### src/rtl/ram_access_ctrl_if.sv
// Request/response and RAM-side signal bundle for ram_access_ctrl.
// The slave modport is the controller. The master modport is the CPU
// execute stage together with the data RAM that the controller drives.
interface ram_access_ctrl_if #(
    parameter int ADDRESS_WIDTH = 8,
    parameter int DATA_WIDTH    = 8
);
    // request side
    logic                     req;
    logic                     req_we;
    logic                     req_bit;
    logic                     req_ind;
    logic                     req_ri;
    logic [1:0]               psw_rs;
    logic [ADDRESS_WIDTH-1:0] req_addr;
    logic [DATA_WIDTH-1:0]    req_wdata;
    logic                     req_wbit;

    // response side
    logic                     ready;
    logic                     done;
    logic                     err;
    logic [DATA_WIDTH-1:0]    rdata;
    logic                     rbit;

    // RAM side
    logic [ADDRESS_WIDTH-1:0] ram_addr;
    logic                     ram_rd;
    logic                     ram_wr;
    logic [DATA_WIDTH-1:0]    ram_wdata;
    logic                     ram_wbit;
    logic                     ram_is_bit;
    logic                     ram_ind;
    logic [DATA_WIDTH-1:0]    ram_rdata;
    logic                     ram_rbit;

    modport master (
        output req, req_we, req_bit, req_ind, req_ri, psw_rs,
               req_addr, req_wdata, req_wbit,
        input  ready, done, err, rdata, rbit,
        input  ram_addr, ram_rd, ram_wr, ram_wdata, ram_wbit, ram_is_bit, ram_ind,
        output ram_rdata, ram_rbit
    );

    modport slave (
        input  req, req_we, req_bit, req_ind, req_ri, psw_rs,
               req_addr, req_wdata, req_wbit,
        output ready, done, err, rdata, rbit,
        output ram_addr, ram_rd, ram_wr, ram_wdata, ram_wbit, ram_is_bit, ram_ind,
        input  ram_rdata, ram_rbit
    );
endinterface

### src/rtl/ram_access_ctrl.sv
// Sequencer between the CPU execute stage and the 256-byte internal data RAM.
// Handles one byte or bit access at a time, direct or register-indirect via
// R0/R1 of the selected bank. Indirection is resolved here by reading Ri
// first, so the RAM's own indirect flag is never used.
module ram_access_ctrl #(
    parameter int ADDRESS_WIDTH = 8,
    parameter int DATA_WIDTH    = 8
) (
    input  logic             clock,
    input  logic             reset,
    ram_access_ctrl_if.slave bus
);

    typedef enum logic [2:0] {
        S_IDLE,
        S_PTR_RD,
        S_PTR_WAIT,
        S_ACC,
        S_ACC_WAIT,
        S_DONE,
        S_ERR
    } state_t;

    state_t state;
    state_t state_next;

    // latched request
    logic                     lat_we;
    logic                     lat_bit;
    logic                     lat_ind;
    logic                     lat_ri;
    logic [1:0]               lat_rs;
    logic [ADDRESS_WIDTH-1:0] lat_addr;
    logic [DATA_WIDTH-1:0]    lat_wdata;
    logic                     lat_wbit;

    // pointer fetched from Ri
    logic [ADDRESS_WIDTH-1:0] ptr;
    logic [ADDRESS_WIDTH-1:0] ptr_next;

    // registered outputs and their next values
    logic                     ready_q,  ready_n;
    logic                     done_q,   done_n;
    logic                     err_q,    err_n;
    logic [DATA_WIDTH-1:0]    rdata_q;
    logic                     rbit_q;
    logic [ADDRESS_WIDTH-1:0] addr_q,   addr_n;
    logic                     rd_q,     rd_n;
    logic                     wr_q,     wr_n;
    logic [DATA_WIDTH-1:0]    wdata_q,  wdata_n;
    logic                     wbit_q,   wbit_n;
    logic                     is_bit_q, is_bit_n;

    // effective request fields: live bus in IDLE, latched copy afterwards
    logic                     eff_we;
    logic                     eff_bit;
    logic                     eff_ind;
    logic                     eff_ri;
    logic [1:0]               eff_rs;
    logic [ADDRESS_WIDTH-1:0] eff_addr;
    logic [DATA_WIDTH-1:0]    eff_wdata;
    logic                     eff_wbit;

    logic accept;

    assign accept = (state == S_IDLE) && bus.req;

    // RAM strobes are registered, so the outputs for the next state are
    // decoded from state_next; in IDLE the latched copies are not loaded yet,
    // which is why the live request fields are selected there.
    always_comb begin
        if (state == S_IDLE) begin
            eff_we    = bus.req_we;
            eff_bit   = bus.req_bit;
            eff_ind   = bus.req_ind;
            eff_ri    = bus.req_ri;
            eff_rs    = bus.psw_rs;
            eff_addr  = bus.req_addr;
            eff_wdata = bus.req_wdata;
            eff_wbit  = bus.req_wbit;
        end else begin
            eff_we    = lat_we;
            eff_bit   = lat_bit;
            eff_ind   = lat_ind;
            eff_ri    = lat_ri;
            eff_rs    = lat_rs;
            eff_addr  = lat_addr;
            eff_wdata = lat_wdata;
            eff_wbit  = lat_wbit;
        end
    end

    // Pointer takes the Ri byte returned by the RAM during PTR_WAIT
    always_comb begin
        ptr_next = ptr;
        if (state == S_PTR_WAIT) begin
            ptr_next = ADDRESS_WIDTH'(bus.ram_rdata);
        end
    end

    // Next-state selection and next-cycle output decode
    always_comb begin
        state_next = state;
        addr_n     = '0;
        rd_n       = 1'b0;
        wr_n       = 1'b0;
        wdata_n    = '0;
        wbit_n     = 1'b0;
        is_bit_n   = 1'b0;
        done_n     = 1'b0;
        err_n      = 1'b0;
        ready_n    = 1'b0;

        unique case (state)
            S_IDLE: begin
                if (bus.req) begin
                    if (bus.req_bit && bus.req_ind) begin
                        state_next = S_ERR;
                    end else if (bus.req_ind) begin
                        state_next = S_PTR_RD;
                    end else begin
                        state_next = S_ACC;
                    end
                end
            end
            S_PTR_RD:   state_next = S_PTR_WAIT;
            S_PTR_WAIT: state_next = S_ACC;
            S_ACC:      state_next = lat_we ? S_DONE : S_ACC_WAIT;
            S_ACC_WAIT: state_next = S_DONE;
            S_DONE:     state_next = S_IDLE;
            S_ERR:      state_next = S_IDLE;
            default:    state_next = S_IDLE;
        endcase

        unique case (state_next)
            S_IDLE: ready_n = 1'b1;
            S_PTR_RD: begin
                addr_n = ADDRESS_WIDTH'({eff_rs, 2'b00, eff_ri});
                rd_n   = 1'b1;
            end
            S_ACC: begin
                addr_n   = eff_ind ? ptr_next : eff_addr;
                is_bit_n = eff_bit;
                if (eff_we) begin
                    wr_n    = 1'b1;
                    wdata_n = eff_wdata;
                    wbit_n  = eff_wbit;
                end else begin
                    rd_n = 1'b1;
                end
            end
            S_DONE:  done_n = 1'b1;
            S_ERR:   err_n  = 1'b1;
            default: ;
        endcase
    end

    // State register
    always_ff @(posedge clock or negedge reset) begin
        if (!reset) begin
            state <= S_IDLE;
        end else begin
            state <= state_next;
        end
    end

    // Capture the request on acceptance; later states use only these copies
    always_ff @(posedge clock or negedge reset) begin
        if (!reset) begin
            lat_we    <= 1'b0;
            lat_bit   <= 1'b0;
            lat_ind   <= 1'b0;
            lat_ri    <= 1'b0;
            lat_rs    <= '0;
            lat_addr  <= '0;
            lat_wdata <= '0;
            lat_wbit  <= 1'b0;
        end else if (accept) begin
            lat_we    <= bus.req_we;
            lat_bit   <= bus.req_bit;
            lat_ind   <= bus.req_ind;
            lat_ri    <= bus.req_ri;
            lat_rs    <= bus.psw_rs;
            lat_addr  <= bus.req_addr;
            lat_wdata <= bus.req_wdata;
            lat_wbit  <= bus.req_wbit;
        end
    end

    // Pointer register
    always_ff @(posedge clock or negedge reset) begin
        if (!reset) begin
            ptr <= '0;
        end else begin
            ptr <= ptr_next;
        end
    end

    // Read result capture; held until the next read of the same kind
    always_ff @(posedge clock or negedge reset) begin
        if (!reset) begin
            rdata_q <= '0;
            rbit_q  <= 1'b0;
        end else if (state == S_ACC_WAIT) begin
            if (lat_bit) begin
                rbit_q <= bus.ram_rbit;
            end else begin
                rdata_q <= bus.ram_rdata;
            end
        end
    end

    // Registered handshake and RAM outputs; reset drops the strobes at once
    always_ff @(posedge clock or negedge reset) begin
        if (!reset) begin
            ready_q  <= 1'b1;
            done_q   <= 1'b0;
            err_q    <= 1'b0;
            addr_q   <= '0;
            rd_q     <= 1'b0;
            wr_q     <= 1'b0;
            wdata_q  <= '0;
            wbit_q   <= 1'b0;
            is_bit_q <= 1'b0;
        end else begin
            ready_q  <= ready_n;
            done_q   <= done_n;
            err_q    <= err_n;
            addr_q   <= addr_n;
            rd_q     <= rd_n;
            wr_q     <= wr_n;
            wdata_q  <= wdata_n;
            wbit_q   <= wbit_n;
            is_bit_q <= is_bit_n;
        end
    end

    assign bus.ready      = ready_q;
    assign bus.done       = done_q;
    assign bus.err        = err_q;
    assign bus.rdata      = rdata_q;
    assign bus.rbit       = rbit_q;
    assign bus.ram_addr   = addr_q;
    assign bus.ram_rd     = rd_q;
    assign bus.ram_wr     = wr_q;
    assign bus.ram_wdata  = wdata_q;
    assign bus.ram_wbit   = wbit_q;
    assign bus.ram_is_bit = is_bit_q;
    assign bus.ram_ind    = 1'b0;

endmodule

### src/flat_wrapper.sv
// flat-port wrapper written by rule: the top's interface ports become plain ports
module ram_access_ctrl_flat 
#(
    parameter int ADDRESS_WIDTH = 8,
    parameter int DATA_WIDTH    = 8
)
  (clock, reset, bus_req, bus_req_we, bus_req_bit, bus_req_ind, bus_req_ri, bus_psw_rs, bus_req_addr, bus_req_wdata, bus_req_wbit, bus_ready, bus_done, bus_err, bus_rdata, bus_rbit, bus_ram_addr, bus_ram_rd, bus_ram_wr, bus_ram_wdata, bus_ram_wbit, bus_ram_is_bit, bus_ram_ind, bus_ram_rdata, bus_ram_rbit);
  ram_access_ctrl_if #(.ADDRESS_WIDTH(ADDRESS_WIDTH), .DATA_WIDTH(DATA_WIDTH)) bus_i ();
  input  logic clock;
  input  logic reset;
  input wire logic [$bits(bus_i.req)-1:0] bus_req;
  input wire logic [$bits(bus_i.req_we)-1:0] bus_req_we;
  input wire logic [$bits(bus_i.req_bit)-1:0] bus_req_bit;
  input wire logic [$bits(bus_i.req_ind)-1:0] bus_req_ind;
  input wire logic [$bits(bus_i.req_ri)-1:0] bus_req_ri;
  input wire logic [$bits(bus_i.psw_rs)-1:0] bus_psw_rs;
  input wire logic [$bits(bus_i.req_addr)-1:0] bus_req_addr;
  input wire logic [$bits(bus_i.req_wdata)-1:0] bus_req_wdata;
  input wire logic [$bits(bus_i.req_wbit)-1:0] bus_req_wbit;
  output wire logic [$bits(bus_i.ready)-1:0] bus_ready;
  output wire logic [$bits(bus_i.done)-1:0] bus_done;
  output wire logic [$bits(bus_i.err)-1:0] bus_err;
  output wire logic [$bits(bus_i.rdata)-1:0] bus_rdata;
  output wire logic [$bits(bus_i.rbit)-1:0] bus_rbit;
  output wire logic [$bits(bus_i.ram_addr)-1:0] bus_ram_addr;
  output wire logic [$bits(bus_i.ram_rd)-1:0] bus_ram_rd;
  output wire logic [$bits(bus_i.ram_wr)-1:0] bus_ram_wr;
  output wire logic [$bits(bus_i.ram_wdata)-1:0] bus_ram_wdata;
  output wire logic [$bits(bus_i.ram_wbit)-1:0] bus_ram_wbit;
  output wire logic [$bits(bus_i.ram_is_bit)-1:0] bus_ram_is_bit;
  output wire logic [$bits(bus_i.ram_ind)-1:0] bus_ram_ind;
  input wire logic [$bits(bus_i.ram_rdata)-1:0] bus_ram_rdata;
  input wire logic [$bits(bus_i.ram_rbit)-1:0] bus_ram_rbit;
  assign bus_i.req = bus_req;
  assign bus_i.req_we = bus_req_we;
  assign bus_i.req_bit = bus_req_bit;
  assign bus_i.req_ind = bus_req_ind;
  assign bus_i.req_ri = bus_req_ri;
  assign bus_i.psw_rs = bus_psw_rs;
  assign bus_i.req_addr = bus_req_addr;
  assign bus_i.req_wdata = bus_req_wdata;
  assign bus_i.req_wbit = bus_req_wbit;
  assign bus_ready = bus_i.ready;
  assign bus_done = bus_i.done;
  assign bus_err = bus_i.err;
  assign bus_rdata = bus_i.rdata;
  assign bus_rbit = bus_i.rbit;
  assign bus_ram_addr = bus_i.ram_addr;
  assign bus_ram_rd = bus_i.ram_rd;
  assign bus_ram_wr = bus_i.ram_wr;
  assign bus_ram_wdata = bus_i.ram_wdata;
  assign bus_ram_wbit = bus_i.ram_wbit;
  assign bus_ram_is_bit = bus_i.ram_is_bit;
  assign bus_ram_ind = bus_i.ram_ind;
  assign bus_i.ram_rdata = bus_ram_rdata;
  assign bus_i.ram_rbit = bus_ram_rbit;
  ram_access_ctrl #(.ADDRESS_WIDTH(ADDRESS_WIDTH), .DATA_WIDTH(DATA_WIDTH)) u_core (.clock(clock), .reset(reset), .bus(bus_i));
endmodule
### config.mk
export PLATFORM = sky130hd
export DESIGN_NAME = ram_access_ctrl_flat
export DESIGN_NICKNAME = d
export VERILOG_FILES = /design/src/rtl/ram_access_ctrl_if.sv /design/src/rtl/ram_access_ctrl.sv /design/src/flat_wrapper.sv
export SDC_FILE = /design/constraint.sdc
export NUM_CORES = 1
export LEC_CHECK = 0
export BUFFER_PORTS_ARGS = -buffer_cell sky130_fd_sc_hd__buf_2
export CAP_MARGIN = 20
export CORE_ASPECT_RATIO = 0.5
export CORE_MARGIN = 5
export CORE_UTILIZATION = 56
export DETAILED_ROUTE_END_ITERATION = 8
export PLACE_DENSITY = 0.94
export SETUP_SLACK_MARGIN = 0.05
export SLEW_MARGIN = 20
export SYNTH_ARGS = -nofsm -noshare
export SYNTH_HDL_FRONTEND = slang
export SYNTH_SLANG_ARGS = --single-unit
### constraint.sdc
create_clock -name clock -period 3.75 [get_ports clock]
set_clock_uncertainty 0.05 [all_clocks]
set_input_delay 0.375 -clock clock [delete_from_list [all_inputs] [get_ports clock]]
set_output_delay 0.375 -clock clock [all_outputs]
set_load 0.005 [all_outputs]
======== After elaboration in Yosys (flattened, before gate mapping) ========
Index checks and enable logic that the tools add are counted.
cells by class
  reductions and logical operators ........ 6
  eq/ne operators ......................... 8
  bitwise gates (word level) .............. 1
  muxes and demuxes ....................... 28
operator list
  kind                                                 count
  two-way mux 8 bit                                    6
  one-hot mux 8 bit (2 select lines)                   1
  two-way mux 1 bit                                    15
  one-hot mux 3 bit (5 select lines)                   1
  equality test 3 x 2 -> 1 bit, second input constant  3
  equality test 3 bit, second input constant           3
  equality test 3 x 1 -> 1 bit, second input constant  2
  logical NOT 3 bit                                    2
  two-way mux 3 bit                                    2
  two-way mux 2 bit                                    2
  AND reduction 2 bit                                  2
  logical AND 1 bit                                    2
  one-hot mux 1 bit (2 select lines)                   1
  NOT 1 bit                                            1
storage, ports and cells
  output and inout bits ................... 33
  bits of input ports ..................... 35
  word-level logic and storage cells ...... 64
  bits in registers ....................... 66

======== Depth between registers and ports, before layout ========
Gate-level depths: netlist (run 1).
  depth after elaboration ................. 6
  mapped depth ............................ 5

======== Least setup slack after synthesis (run 1) ========
OpenSTA, ideal clock, no wires.
  kind .................................... register to register
  from .................................... register u_core.state[0]
  to ...................................... register u_core.addr_q[2] (netlist: u_core.bus.ram_addr[2])
  setup time .............................. 0.125 ns
  buffers on the path ..................... 1
  setup slack ............................. 1.961 ns
  arrival ................................. 1.614 ns
  clock period less this slack ............ 1.789 ns
  cell stages (with the launch flop) ...... 5
  path through ............................ dfrtp_1 > buf_6 > nor3_2 > mux2_2 > a2111oi_0
between the ends
  word-level cells in the longest chain between the ends .. 4
  elaborated cells between the ends (all ways) .. 14
  classes of those cells .................. eq/ne (6); mux (7); reduce/logical (1)
RTL lines
  element                                                     line                    source
  from (decl)                                                 ram_access_ctrl.sv:24   state_t state;
  from (signal assigned)                                      ram_access_ctrl.sv:163  state <= state_next;
  equality test 3 bit (tied with other cells)                 ram_access_ctrl.sv:114  unique case (state)
  one-hot mux 3 bit (5 select lines) (tied with other cells)  ram_access_ctrl.sv:114
  equality test 3 x 2 -> 1 bit (tied with other cells)        ram_access_ctrl.sv:135  unique case (state_next)
  one-hot mux 8 bit (2 select lines) *                        ram_access_ctrl.sv:135
  named net u_core.addr_n[2]                                  ram_access_ctrl.sv:47   logic [ADDRESS_WIDTH-1:0] addr_q, addr_n;
  to (signal assigned)                                        ram_access_ctrl.sv:229  addr_q <= addr_n;
  to (decl)                                                   ram_access_ctrl.sv:47
The timed path passes the listed nets; every way through them passes the cells marked *.
A chain may end at the register's enable or synchronous reset.

======== Worst setup path after layout (run 1) ========
  from .................................... register u_core.state[1]
  to ...................................... register u_core.addr_q[6] (netlist: u_core.bus.ram_addr[6])
The elaborated chain is that of the path after synthesis.

==> impl_metrics.csv, run 1 <==
group,metric,value,unit
outcome,status,"completed",
placed_design,dp_hpwl,4125,um
floorplan,core_area,4467,um2
cts,cts_hold_buf,0,
worst_hold_path,holdCritPathClass,"in -> async",
drt,avgViaCountPerCell,6.027,
global_routing,grt_max_degree,38,
worst_setup_path,end_kind,"register",
finish,nets,310,
cts,cts.htree.levels,3,
power,ir_drop,0.3931,mV
yosys,synth_nets,247,
power,combPwrFrac,0.343,
floorplan,ios,68,
cts,clock-sinks,60,
yosys,ys_ff_latch,60,
global_routing,gr-total-overflow,0,
sta,rsz0062_at_grt,"false",
floorplan,start_util,0.5885,
drt,wire_per_inst,19.93,um
worst_setup_path,worstSetupPathType,"reg -> reg",
drt,detail-route-antenna-nets,0,
yosys,yosysWarnings,0,
cts,cts_root_buf,"clkbuf_8",
finish,diodes,0,
cts,clk_pin_slew,0.08,ns
sta,drv_slew,0,
sta,setup-tns-final,0,ns
power,power_density,865.9,nW/um2
global_routing,grt_pass1_wl,11010,um
global_routing,antenna_found_initial,0,
drt,drt_wl_total,6718,um
worst_setup_path,critPathBufInv,0,
placed_design,port_buffers,66,
drt,num_vias,2031,
floorplan,num_rows,17,
drt,dr.pass1.iters,5,
yosys,ys_types,36,
cts,cts_tree,"done",
global_routing,grt_usage,0.2335,
worst_setup_path,path_cells,"or3b_2, mux2i_1, a2111oi_0",
power,power.leakage,1.599,nW
worst_setup_path,arrival,2.50,ns
placed_design,dp_worst_setup_slack,1.625,ns
power,p_seq_frac,0.416,
sta,min_period_over_period,0.6366,
drt,drt-initial-drc-count,262,
job,maxCapViolations,0,
worst_setup_path,cp_top_family,"flip-flops",
yosys,yosysSeqAreaShare,0.5716,
drt,drc,0,
sta,tightest_slew,0.8276,ns
finish,drive_above_1_share,0.4321,
cts,cts_buffer_depth,2,
floorplan,fp.dieH,58.45,um
yosys,syn_inst,212,
sta,slew_headroom,0.4483,
cts,numCtsBuffers,9,
power,clockPowerShare,0.241,
sta,setup-violations-final,0,
worst_setup_path,required,3.86,ns
power,p_int,1.798,mW
cts,clock_latency,0.34,ns
cts,cts_setup_buffers,0,
sta,finalCriticalPeriod,2.387,ns
worst_setup_path,slowest_delay,0.66,ns
power,power.switching,0.9507,mW
sta,final.setup.worst_slack,1.363,ns
placed_design,gp_congestion,0.8156,
power,p_sw_frac,0.3459,
worst_setup_path,cp-start-kind,"register",
finish,syn_to_final_growth,20.75,%
worst_setup_path,crit_slowest_cell,"dfrtp_1",
sta,fmax,0.4189,GHz
sta,finalHoldViolCount,0,
yosys,syn_area,2629,um2
floorplan,dieArea,6247,um2
global_routing,grt_pass1_vias,2116,
worst_setup_path,crit_fanout,16,
yosys,synth_area_per_cell,12.40,um2
floorplan,die_w,106.9,um
cts,cts_resized,0,
power,power,2.749,mW
-- sequential cells by signal (all words and copies together), names as in the netlist, 3 cells and up --
signal,count
u_core.bus.ram_addr,8
u_core.bus.ram_wdata,8
u_core.bus.rdata,8
u_core.lat_addr,8
u_core.lat_wdata,8
u_core.ptr,5
u_core.state,3
-- synthesized netlist by cell type, drive strengths merged --
cell	number	area [um2]
dfrtp	59	1476
mux2	28	382.9
nand3	20	100.1
a21oi	13	65.06
nor3	12	65.06
clkbuf	9	43.79
nand2	9	33.78
mux2i	8	80.08
buf	7	56.30
inv	7	26.28
a2111oi	5	43.79
o21ai	5	25.02
nor2	4	22.52
nor2b	4	25.02
o22ai	4	25.02
a22oi	3	22.52
a211oi	2	15.01
or3b	2	17.52
a21o	1	7.510
a221oi	1	8.760
a31oi	1	6.260
conb	1	3.750
dfstp	1	26.28
nand2b	1	6.260
o221ai	1	8.760
or2	1	6.260
or2b	1	7.510
or3	1	7.510
or4b	1	13.76
-- kinds of logic (layout without fill, tap and decap cells) --
logic type,Yosys count,after routing,synth area share
AO/OA/AOI/OAI,36,36,0.08662
multiplexers,36,36,0.1761
AND/OR/NAND/NOR,56,56,0.1161
buffers and inverters,23,91,0.04807
flip-flops,60,60,0.5716
other,1,1,0.001427
-- worst paths after layout --
kind / from / end / slack (ns) / cells past startpoint
max: u_core.state[1] / u_core.bus.ram_addr[6] / 1.36 / 3
max in group asynchronous: reset / u_core.lat_addr[6] / 2.75 / 2
min: reset / u_core.bus.ram_wdata[2] / 0.08 / 1
min reg2reg: u_core.ptr[2] / u_core.ptr[2] / 0.44 / 2
min in group clock: bus_ram_rdata[2] / u_core.ptr[2] / 0.23 / 3
max reg2reg: u_core.state[1] / u_core.bus.ram_addr[6] / 1.36 / 3
-- power groups by stage --
stage | combinational [mW] | sequential, mW | clock (mW)
finish | 0.943 | 1.14 | 0.661
global route | 1.03 | 1.17 | 0.702
CTS | 0.936 | 1.13 | 0.669
detailed placement | 0.909 | 1.13 | 0
global placement | 0.863 | 1.12 | 0
floorplan | 0.703 | 1.06 | 0
-- area by class of cell --
| cell class | instances | area (um2) |
|---|---|---|
| sequential | 60 | 1503 |
| inverter | 7 | 26.28 |
| multi-input combinational | 129 | 1003 |
| timing repair buffer | 68 | 345.3 |
| clock inverter | 6 | 87.58 |
| tap | 57 | 71.32 |
| clock buffer | 10 | 137.6 |
| fill | 275 | 1292 |
-- layer usage --
| layer | wire (um) | global-route usage |
|---|---|---|
| met2 | 3237 | 0.3667 |
| met5 | 0 | 0 |
| met3 | 574 | 0.09419 |
| met1 | 2787 | 0.3032 |
| met4 | 119 | 0.06922 |
-- layout by cell type (no fill, tap or decap), types with 5 or more instances in the layout --
cell / n
mux2_2: 10
inv_1: 7
dfrtp_1: 59
a21oi_1: 13
buf_2: 66
nand3_1: 20
nor3_1: 11
nand2_1: 9
mux2i_1: 8
a2111oi_0: 5
mux2_4: 18
clkbuf_8: 10
-- per-stage QoR --
stage,hold slack (ns),instances,utilization,area [um2]
floorplan,0.02941,212,-,2629
global placement,0.4089,321,0.6594,2945
detailed placement,0.4205,321,0.6594,2945
CTS,0.08394,337,0.7098,3171
global route,0.1595,337,0.7106,3174
finish,0.07744,337,0.7106,3174
Power figures use the tool's default switching activity.
==> inputs of run 2 (changes only) <==
--- a/config.mk
+++ b/config.mk
@@ -5,13 +5,14 @@
 export SDC_FILE = /design/constraint.sdc
 export NUM_CORES = 1
 export LEC_CHECK = 0
+export ABC_AREA = 1
 export BUFFER_PORTS_ARGS = -buffer_cell sky130_fd_sc_hd__buf_2
 export CAP_MARGIN = 20
 export CORE_ASPECT_RATIO = 0.5
 export CORE_MARGIN = 5
-export CORE_UTILIZATION = 56
+export CORE_UTILIZATION = 48
 export DETAILED_ROUTE_END_ITERATION = 8
-export PLACE_DENSITY = 0.94
+export PLACE_DENSITY = 0.85
 export SETUP_SLACK_MARGIN = 0.05
 export SLEW_MARGIN = 20
 export SYNTH_ARGS = -nofsm -noshare
==> constraint.sdc (replaced) <==
create_clock -name clock -period 2 [get_ports clock]
set_clock_uncertainty 0.05 [all_clocks]
set_input_delay 0.2 -clock clock [delete_from_list [all_inputs] [get_ports clock]]
set_output_delay 0.2 -clock clock [all_outputs]
set_load 0.005 [all_outputs]
==> impl_metrics.csv, run 2 <==
group,metric,value,unit
power,clockPowerShare,0.264,
global_routing,grt_usage,0.1812,
placed_design,dp_worst_setup_slack,0.2286,ns
worst_setup_path,arrival,1.99,ns
yosys,syn_area,2907,um2
finish,syn_to_final_growth,25.44,%
cts,cts_tree,"done",
finish,utilization,0.6096,
power,power_density,1665,nW/um2
floorplan,dieArea,7806,um2
power,power.leakage,2.032,nW
yosys,yosysSeqAreaShare,0.5687,
sta,slew_headroom,0.6153,
yosys,yosys.area.top_type,"dfrtp_1",
placed_design,port_buffers,66,
yosys,ys_ff_latch,66,
finish,mostFrequentLayoutCells,"166 x nand2_1, 66 x buf_2, 65 x dfrtp_1",
yosys,synthXorXnorAreaFrac,0,
yosys,synth_compound_area_frac,0.07878,
floorplan,core_area,5981,um2
outcome,status,"completed",
drt,drc,0,
global_routing,gr-total-overflow,0,
sta,tightest_slew,0.5770,ns
yosys,muxShareOfSynthArea,0.003874,
cts,cts_root_buf,"clkbuf_16",
floorplan,die_w,120.1,um
worst_hold_path,holdCritPathClass,"in -> reg",
power,p_int,3.704,mW
drt,num_vias,2516,
yosys,yosys.area_share.simple,0.2884,
drt,avgViaCountPerCell,4.933,
power,combPwrFrac,0.384,
placed_design,place_area,3321,um2
power,power,6.069,mW
cts,numCtsBuffers,9,
worst_setup_path,required,2.20,ns
sta,min_period_over_period,0.8954,
placed_design,gp_congestion,0.8513,
placed_design,dp_hpwl,4667,um
floorplan,num_rows,20,
yosys,netlist_top_cells_area,"dfrtp_1 56%, nand2_1 21%, o21ai_0 4.5%",
power,ir_drop,0.5560,mV
drt,drt_wl_total,6696,um
sta,drv_slew,0,
cts,cts_buffer_depth,2,
cts,clk_pin_slew,0.06,ns
worst_setup_path,worstSetupPathType,"reg -> reg",
power,power.switching,2.366,mW
yosys,syn_inst,356,
yosys,postSynth.asyncResetShare,1.000,
yosys,yosysWarnings,0,
finish,drive_above_1_share,0.2402,
sta,final.setup.worst_slack,0.2093,ns
yosys,synthFlopType,"dfrtp_1",
yosys,synth_most_common_cell,"nand2_1",
yosys,yosys.area_share.adder,0,
floorplan,start_util,0.4860,
power,p_seq_frac,0.352,
worst_setup_path,crit_fanout,18,
sta,rsz0062_at_grt,"false",
cts,clock_latency,0.32,ns
sta,fmax,0.5584,GHz
drt,drt-initial-drc-count,284,
yosys,ys_types,23,
global_routing,grt_pass1_wl,11050,um
drt,dr.pass1.iters,5,
drt,wire_per_inst,13.13,um
yosys,synth_top_area_share,0.5596,
yosys,synth_area_per_cell,8.164,um2
yosys,netlist_top_cells_count,"166 x nand2_1, 65 x dfrtp_1, 26 x o21ai_0",
cts,cts.htree.levels,3,
floorplan,ios,68,
floorplan,fp.dieH,65.03,um
sta,finalHoldViolCount,0,
job,maxCapViolations,0,
cts,clock-sinks,66,
finish,nets,463,
worst_setup_path,end_kind,"register",
global_routing,grt_pass1_vias,2257,
global_routing,grt_max_degree,43,
power,p_sw_frac,0.3898,
finish,final_common_cell,"nand2_1",
yosys,synth_edf_count,0,
global_routing,antenna_found_initial,0,
sta,setup-violations-final,0,
yosys,synth_top_family_by_area,"simple AND/OR/NAND/NOR gates",
sta,setup-tns-final,0,ns
finish,design_area,3646,um2
finish,diodes,0,
cts,cts_resized,0,
cts,cts_setup_buffers,0,
finish,nFillCells,493,
worst_setup_path,cp-start-kind,"register",
drt,detail-route-antenna-nets,0,
yosys,synth_nets,391,
sta,finalCriticalPeriod,1.791,ns
## run 2: cell count changes after synthesis, moves of 9 or more
cell,before,now
mux2_4,18,0
nor3_1,11,1
o21ai_0,4,26
inv_1,7,25
nand2_1,9,166
mux2_2,10,1
nor2_1,3,17
## run 2: path summary, 6_finish.rpt
path	startpoint	end	slack [ns]	cells past startpoint
setup / recovery	u_core.state[0]	u_core.bus.ram_wdata[5]	0.21	6
hold / removal	bus_req_addr[6]	u_core.lat_addr[6]	0.04	3
setup reg to reg	u_core.state[0]	u_core.bus.ram_wdata[5]	0.21	6
hold reg to reg	u_core.bus.rdata[4]	u_core.bus.rdata[4]	0.42	2
max in group asynchronous	reset	u_core.bus.rbit	0.91	3
min in group asynchronous	reset	u_core.lat_wdata[5]	0.37	2
## run 2: repair_timing
item,CTS,global route
setup endpoints to repair,0,0
endpoints found under the hold margin,23,0
hold buffers,1,0
## run 2: cells by family (layout without fill, tap and decap cells)
kind of cell           after synthesis  count (layout)
buffers and inverters               39             116
and+or+nand+nor                    207             207
DFF                                 66              66
other                                1               1
AOI/OAI and AO/OA                   42              42
muxes                                1               1
## run 2: layer usage
| metal | track usage | vias to the layer above | wire (um) |
|---|---|---|---|
| met5 | 0 | - | 0 |
| met4 | 0.07846 | 0 | 127 |
| li1 | - | 1245 | - |
| met2 | 0.2942 | 100 | 3133 |
| met1 | 0.2365 | 1155 | 2955 |
| met3 | 0.04010 | 16 | 479 |
## run 2: through the flow
step                      instances  hold slack [ns]
after floorplan                 356          -0.1456
after global placement          493           0.1699
after detailed placement        493           0.1768
after CTS                       510          0.03653
after global routing            510          0.04774
final                           510          0.03946
## run 2: critical path, cell delays in order (launching register included)
cell	delay, ns
dfrtp_1	0.46
nor2_4	0.24
nand2_2	0.26
o21ai_1	0.28
buf_4	0.23
nand2_1	0.07
nor2_1	0.12
## run 2: power by group through the flow
stage | clock, mW | combinational [mW] | sequential [mW]
6_report | 1.60 | 2.33 | 2.13
5_1_grt | 1.68 | 2.66 | 2.20
4_1_cts | 1.62 | 2.33 | 2.13
3_5_place_dp | 0 | 2.29 | 2.15
3_3_place_gp | 0 | 2.22 | 2.13
2_1_floorplan | 0 | 1.61 | 2.13
## run 2: layout make-up
class                   count  area [um2]  area share
clock inverters             5       62.56     0.01716
multi-input cells         251        1082      0.2968
inverters                  27       101.3     0.02780
clock buffers              11       252.7     0.06932
flip-flops and latches     66        1653      0.4533
well taps                  77       96.34     0.02642
repair buffers             73       397.9      0.1091
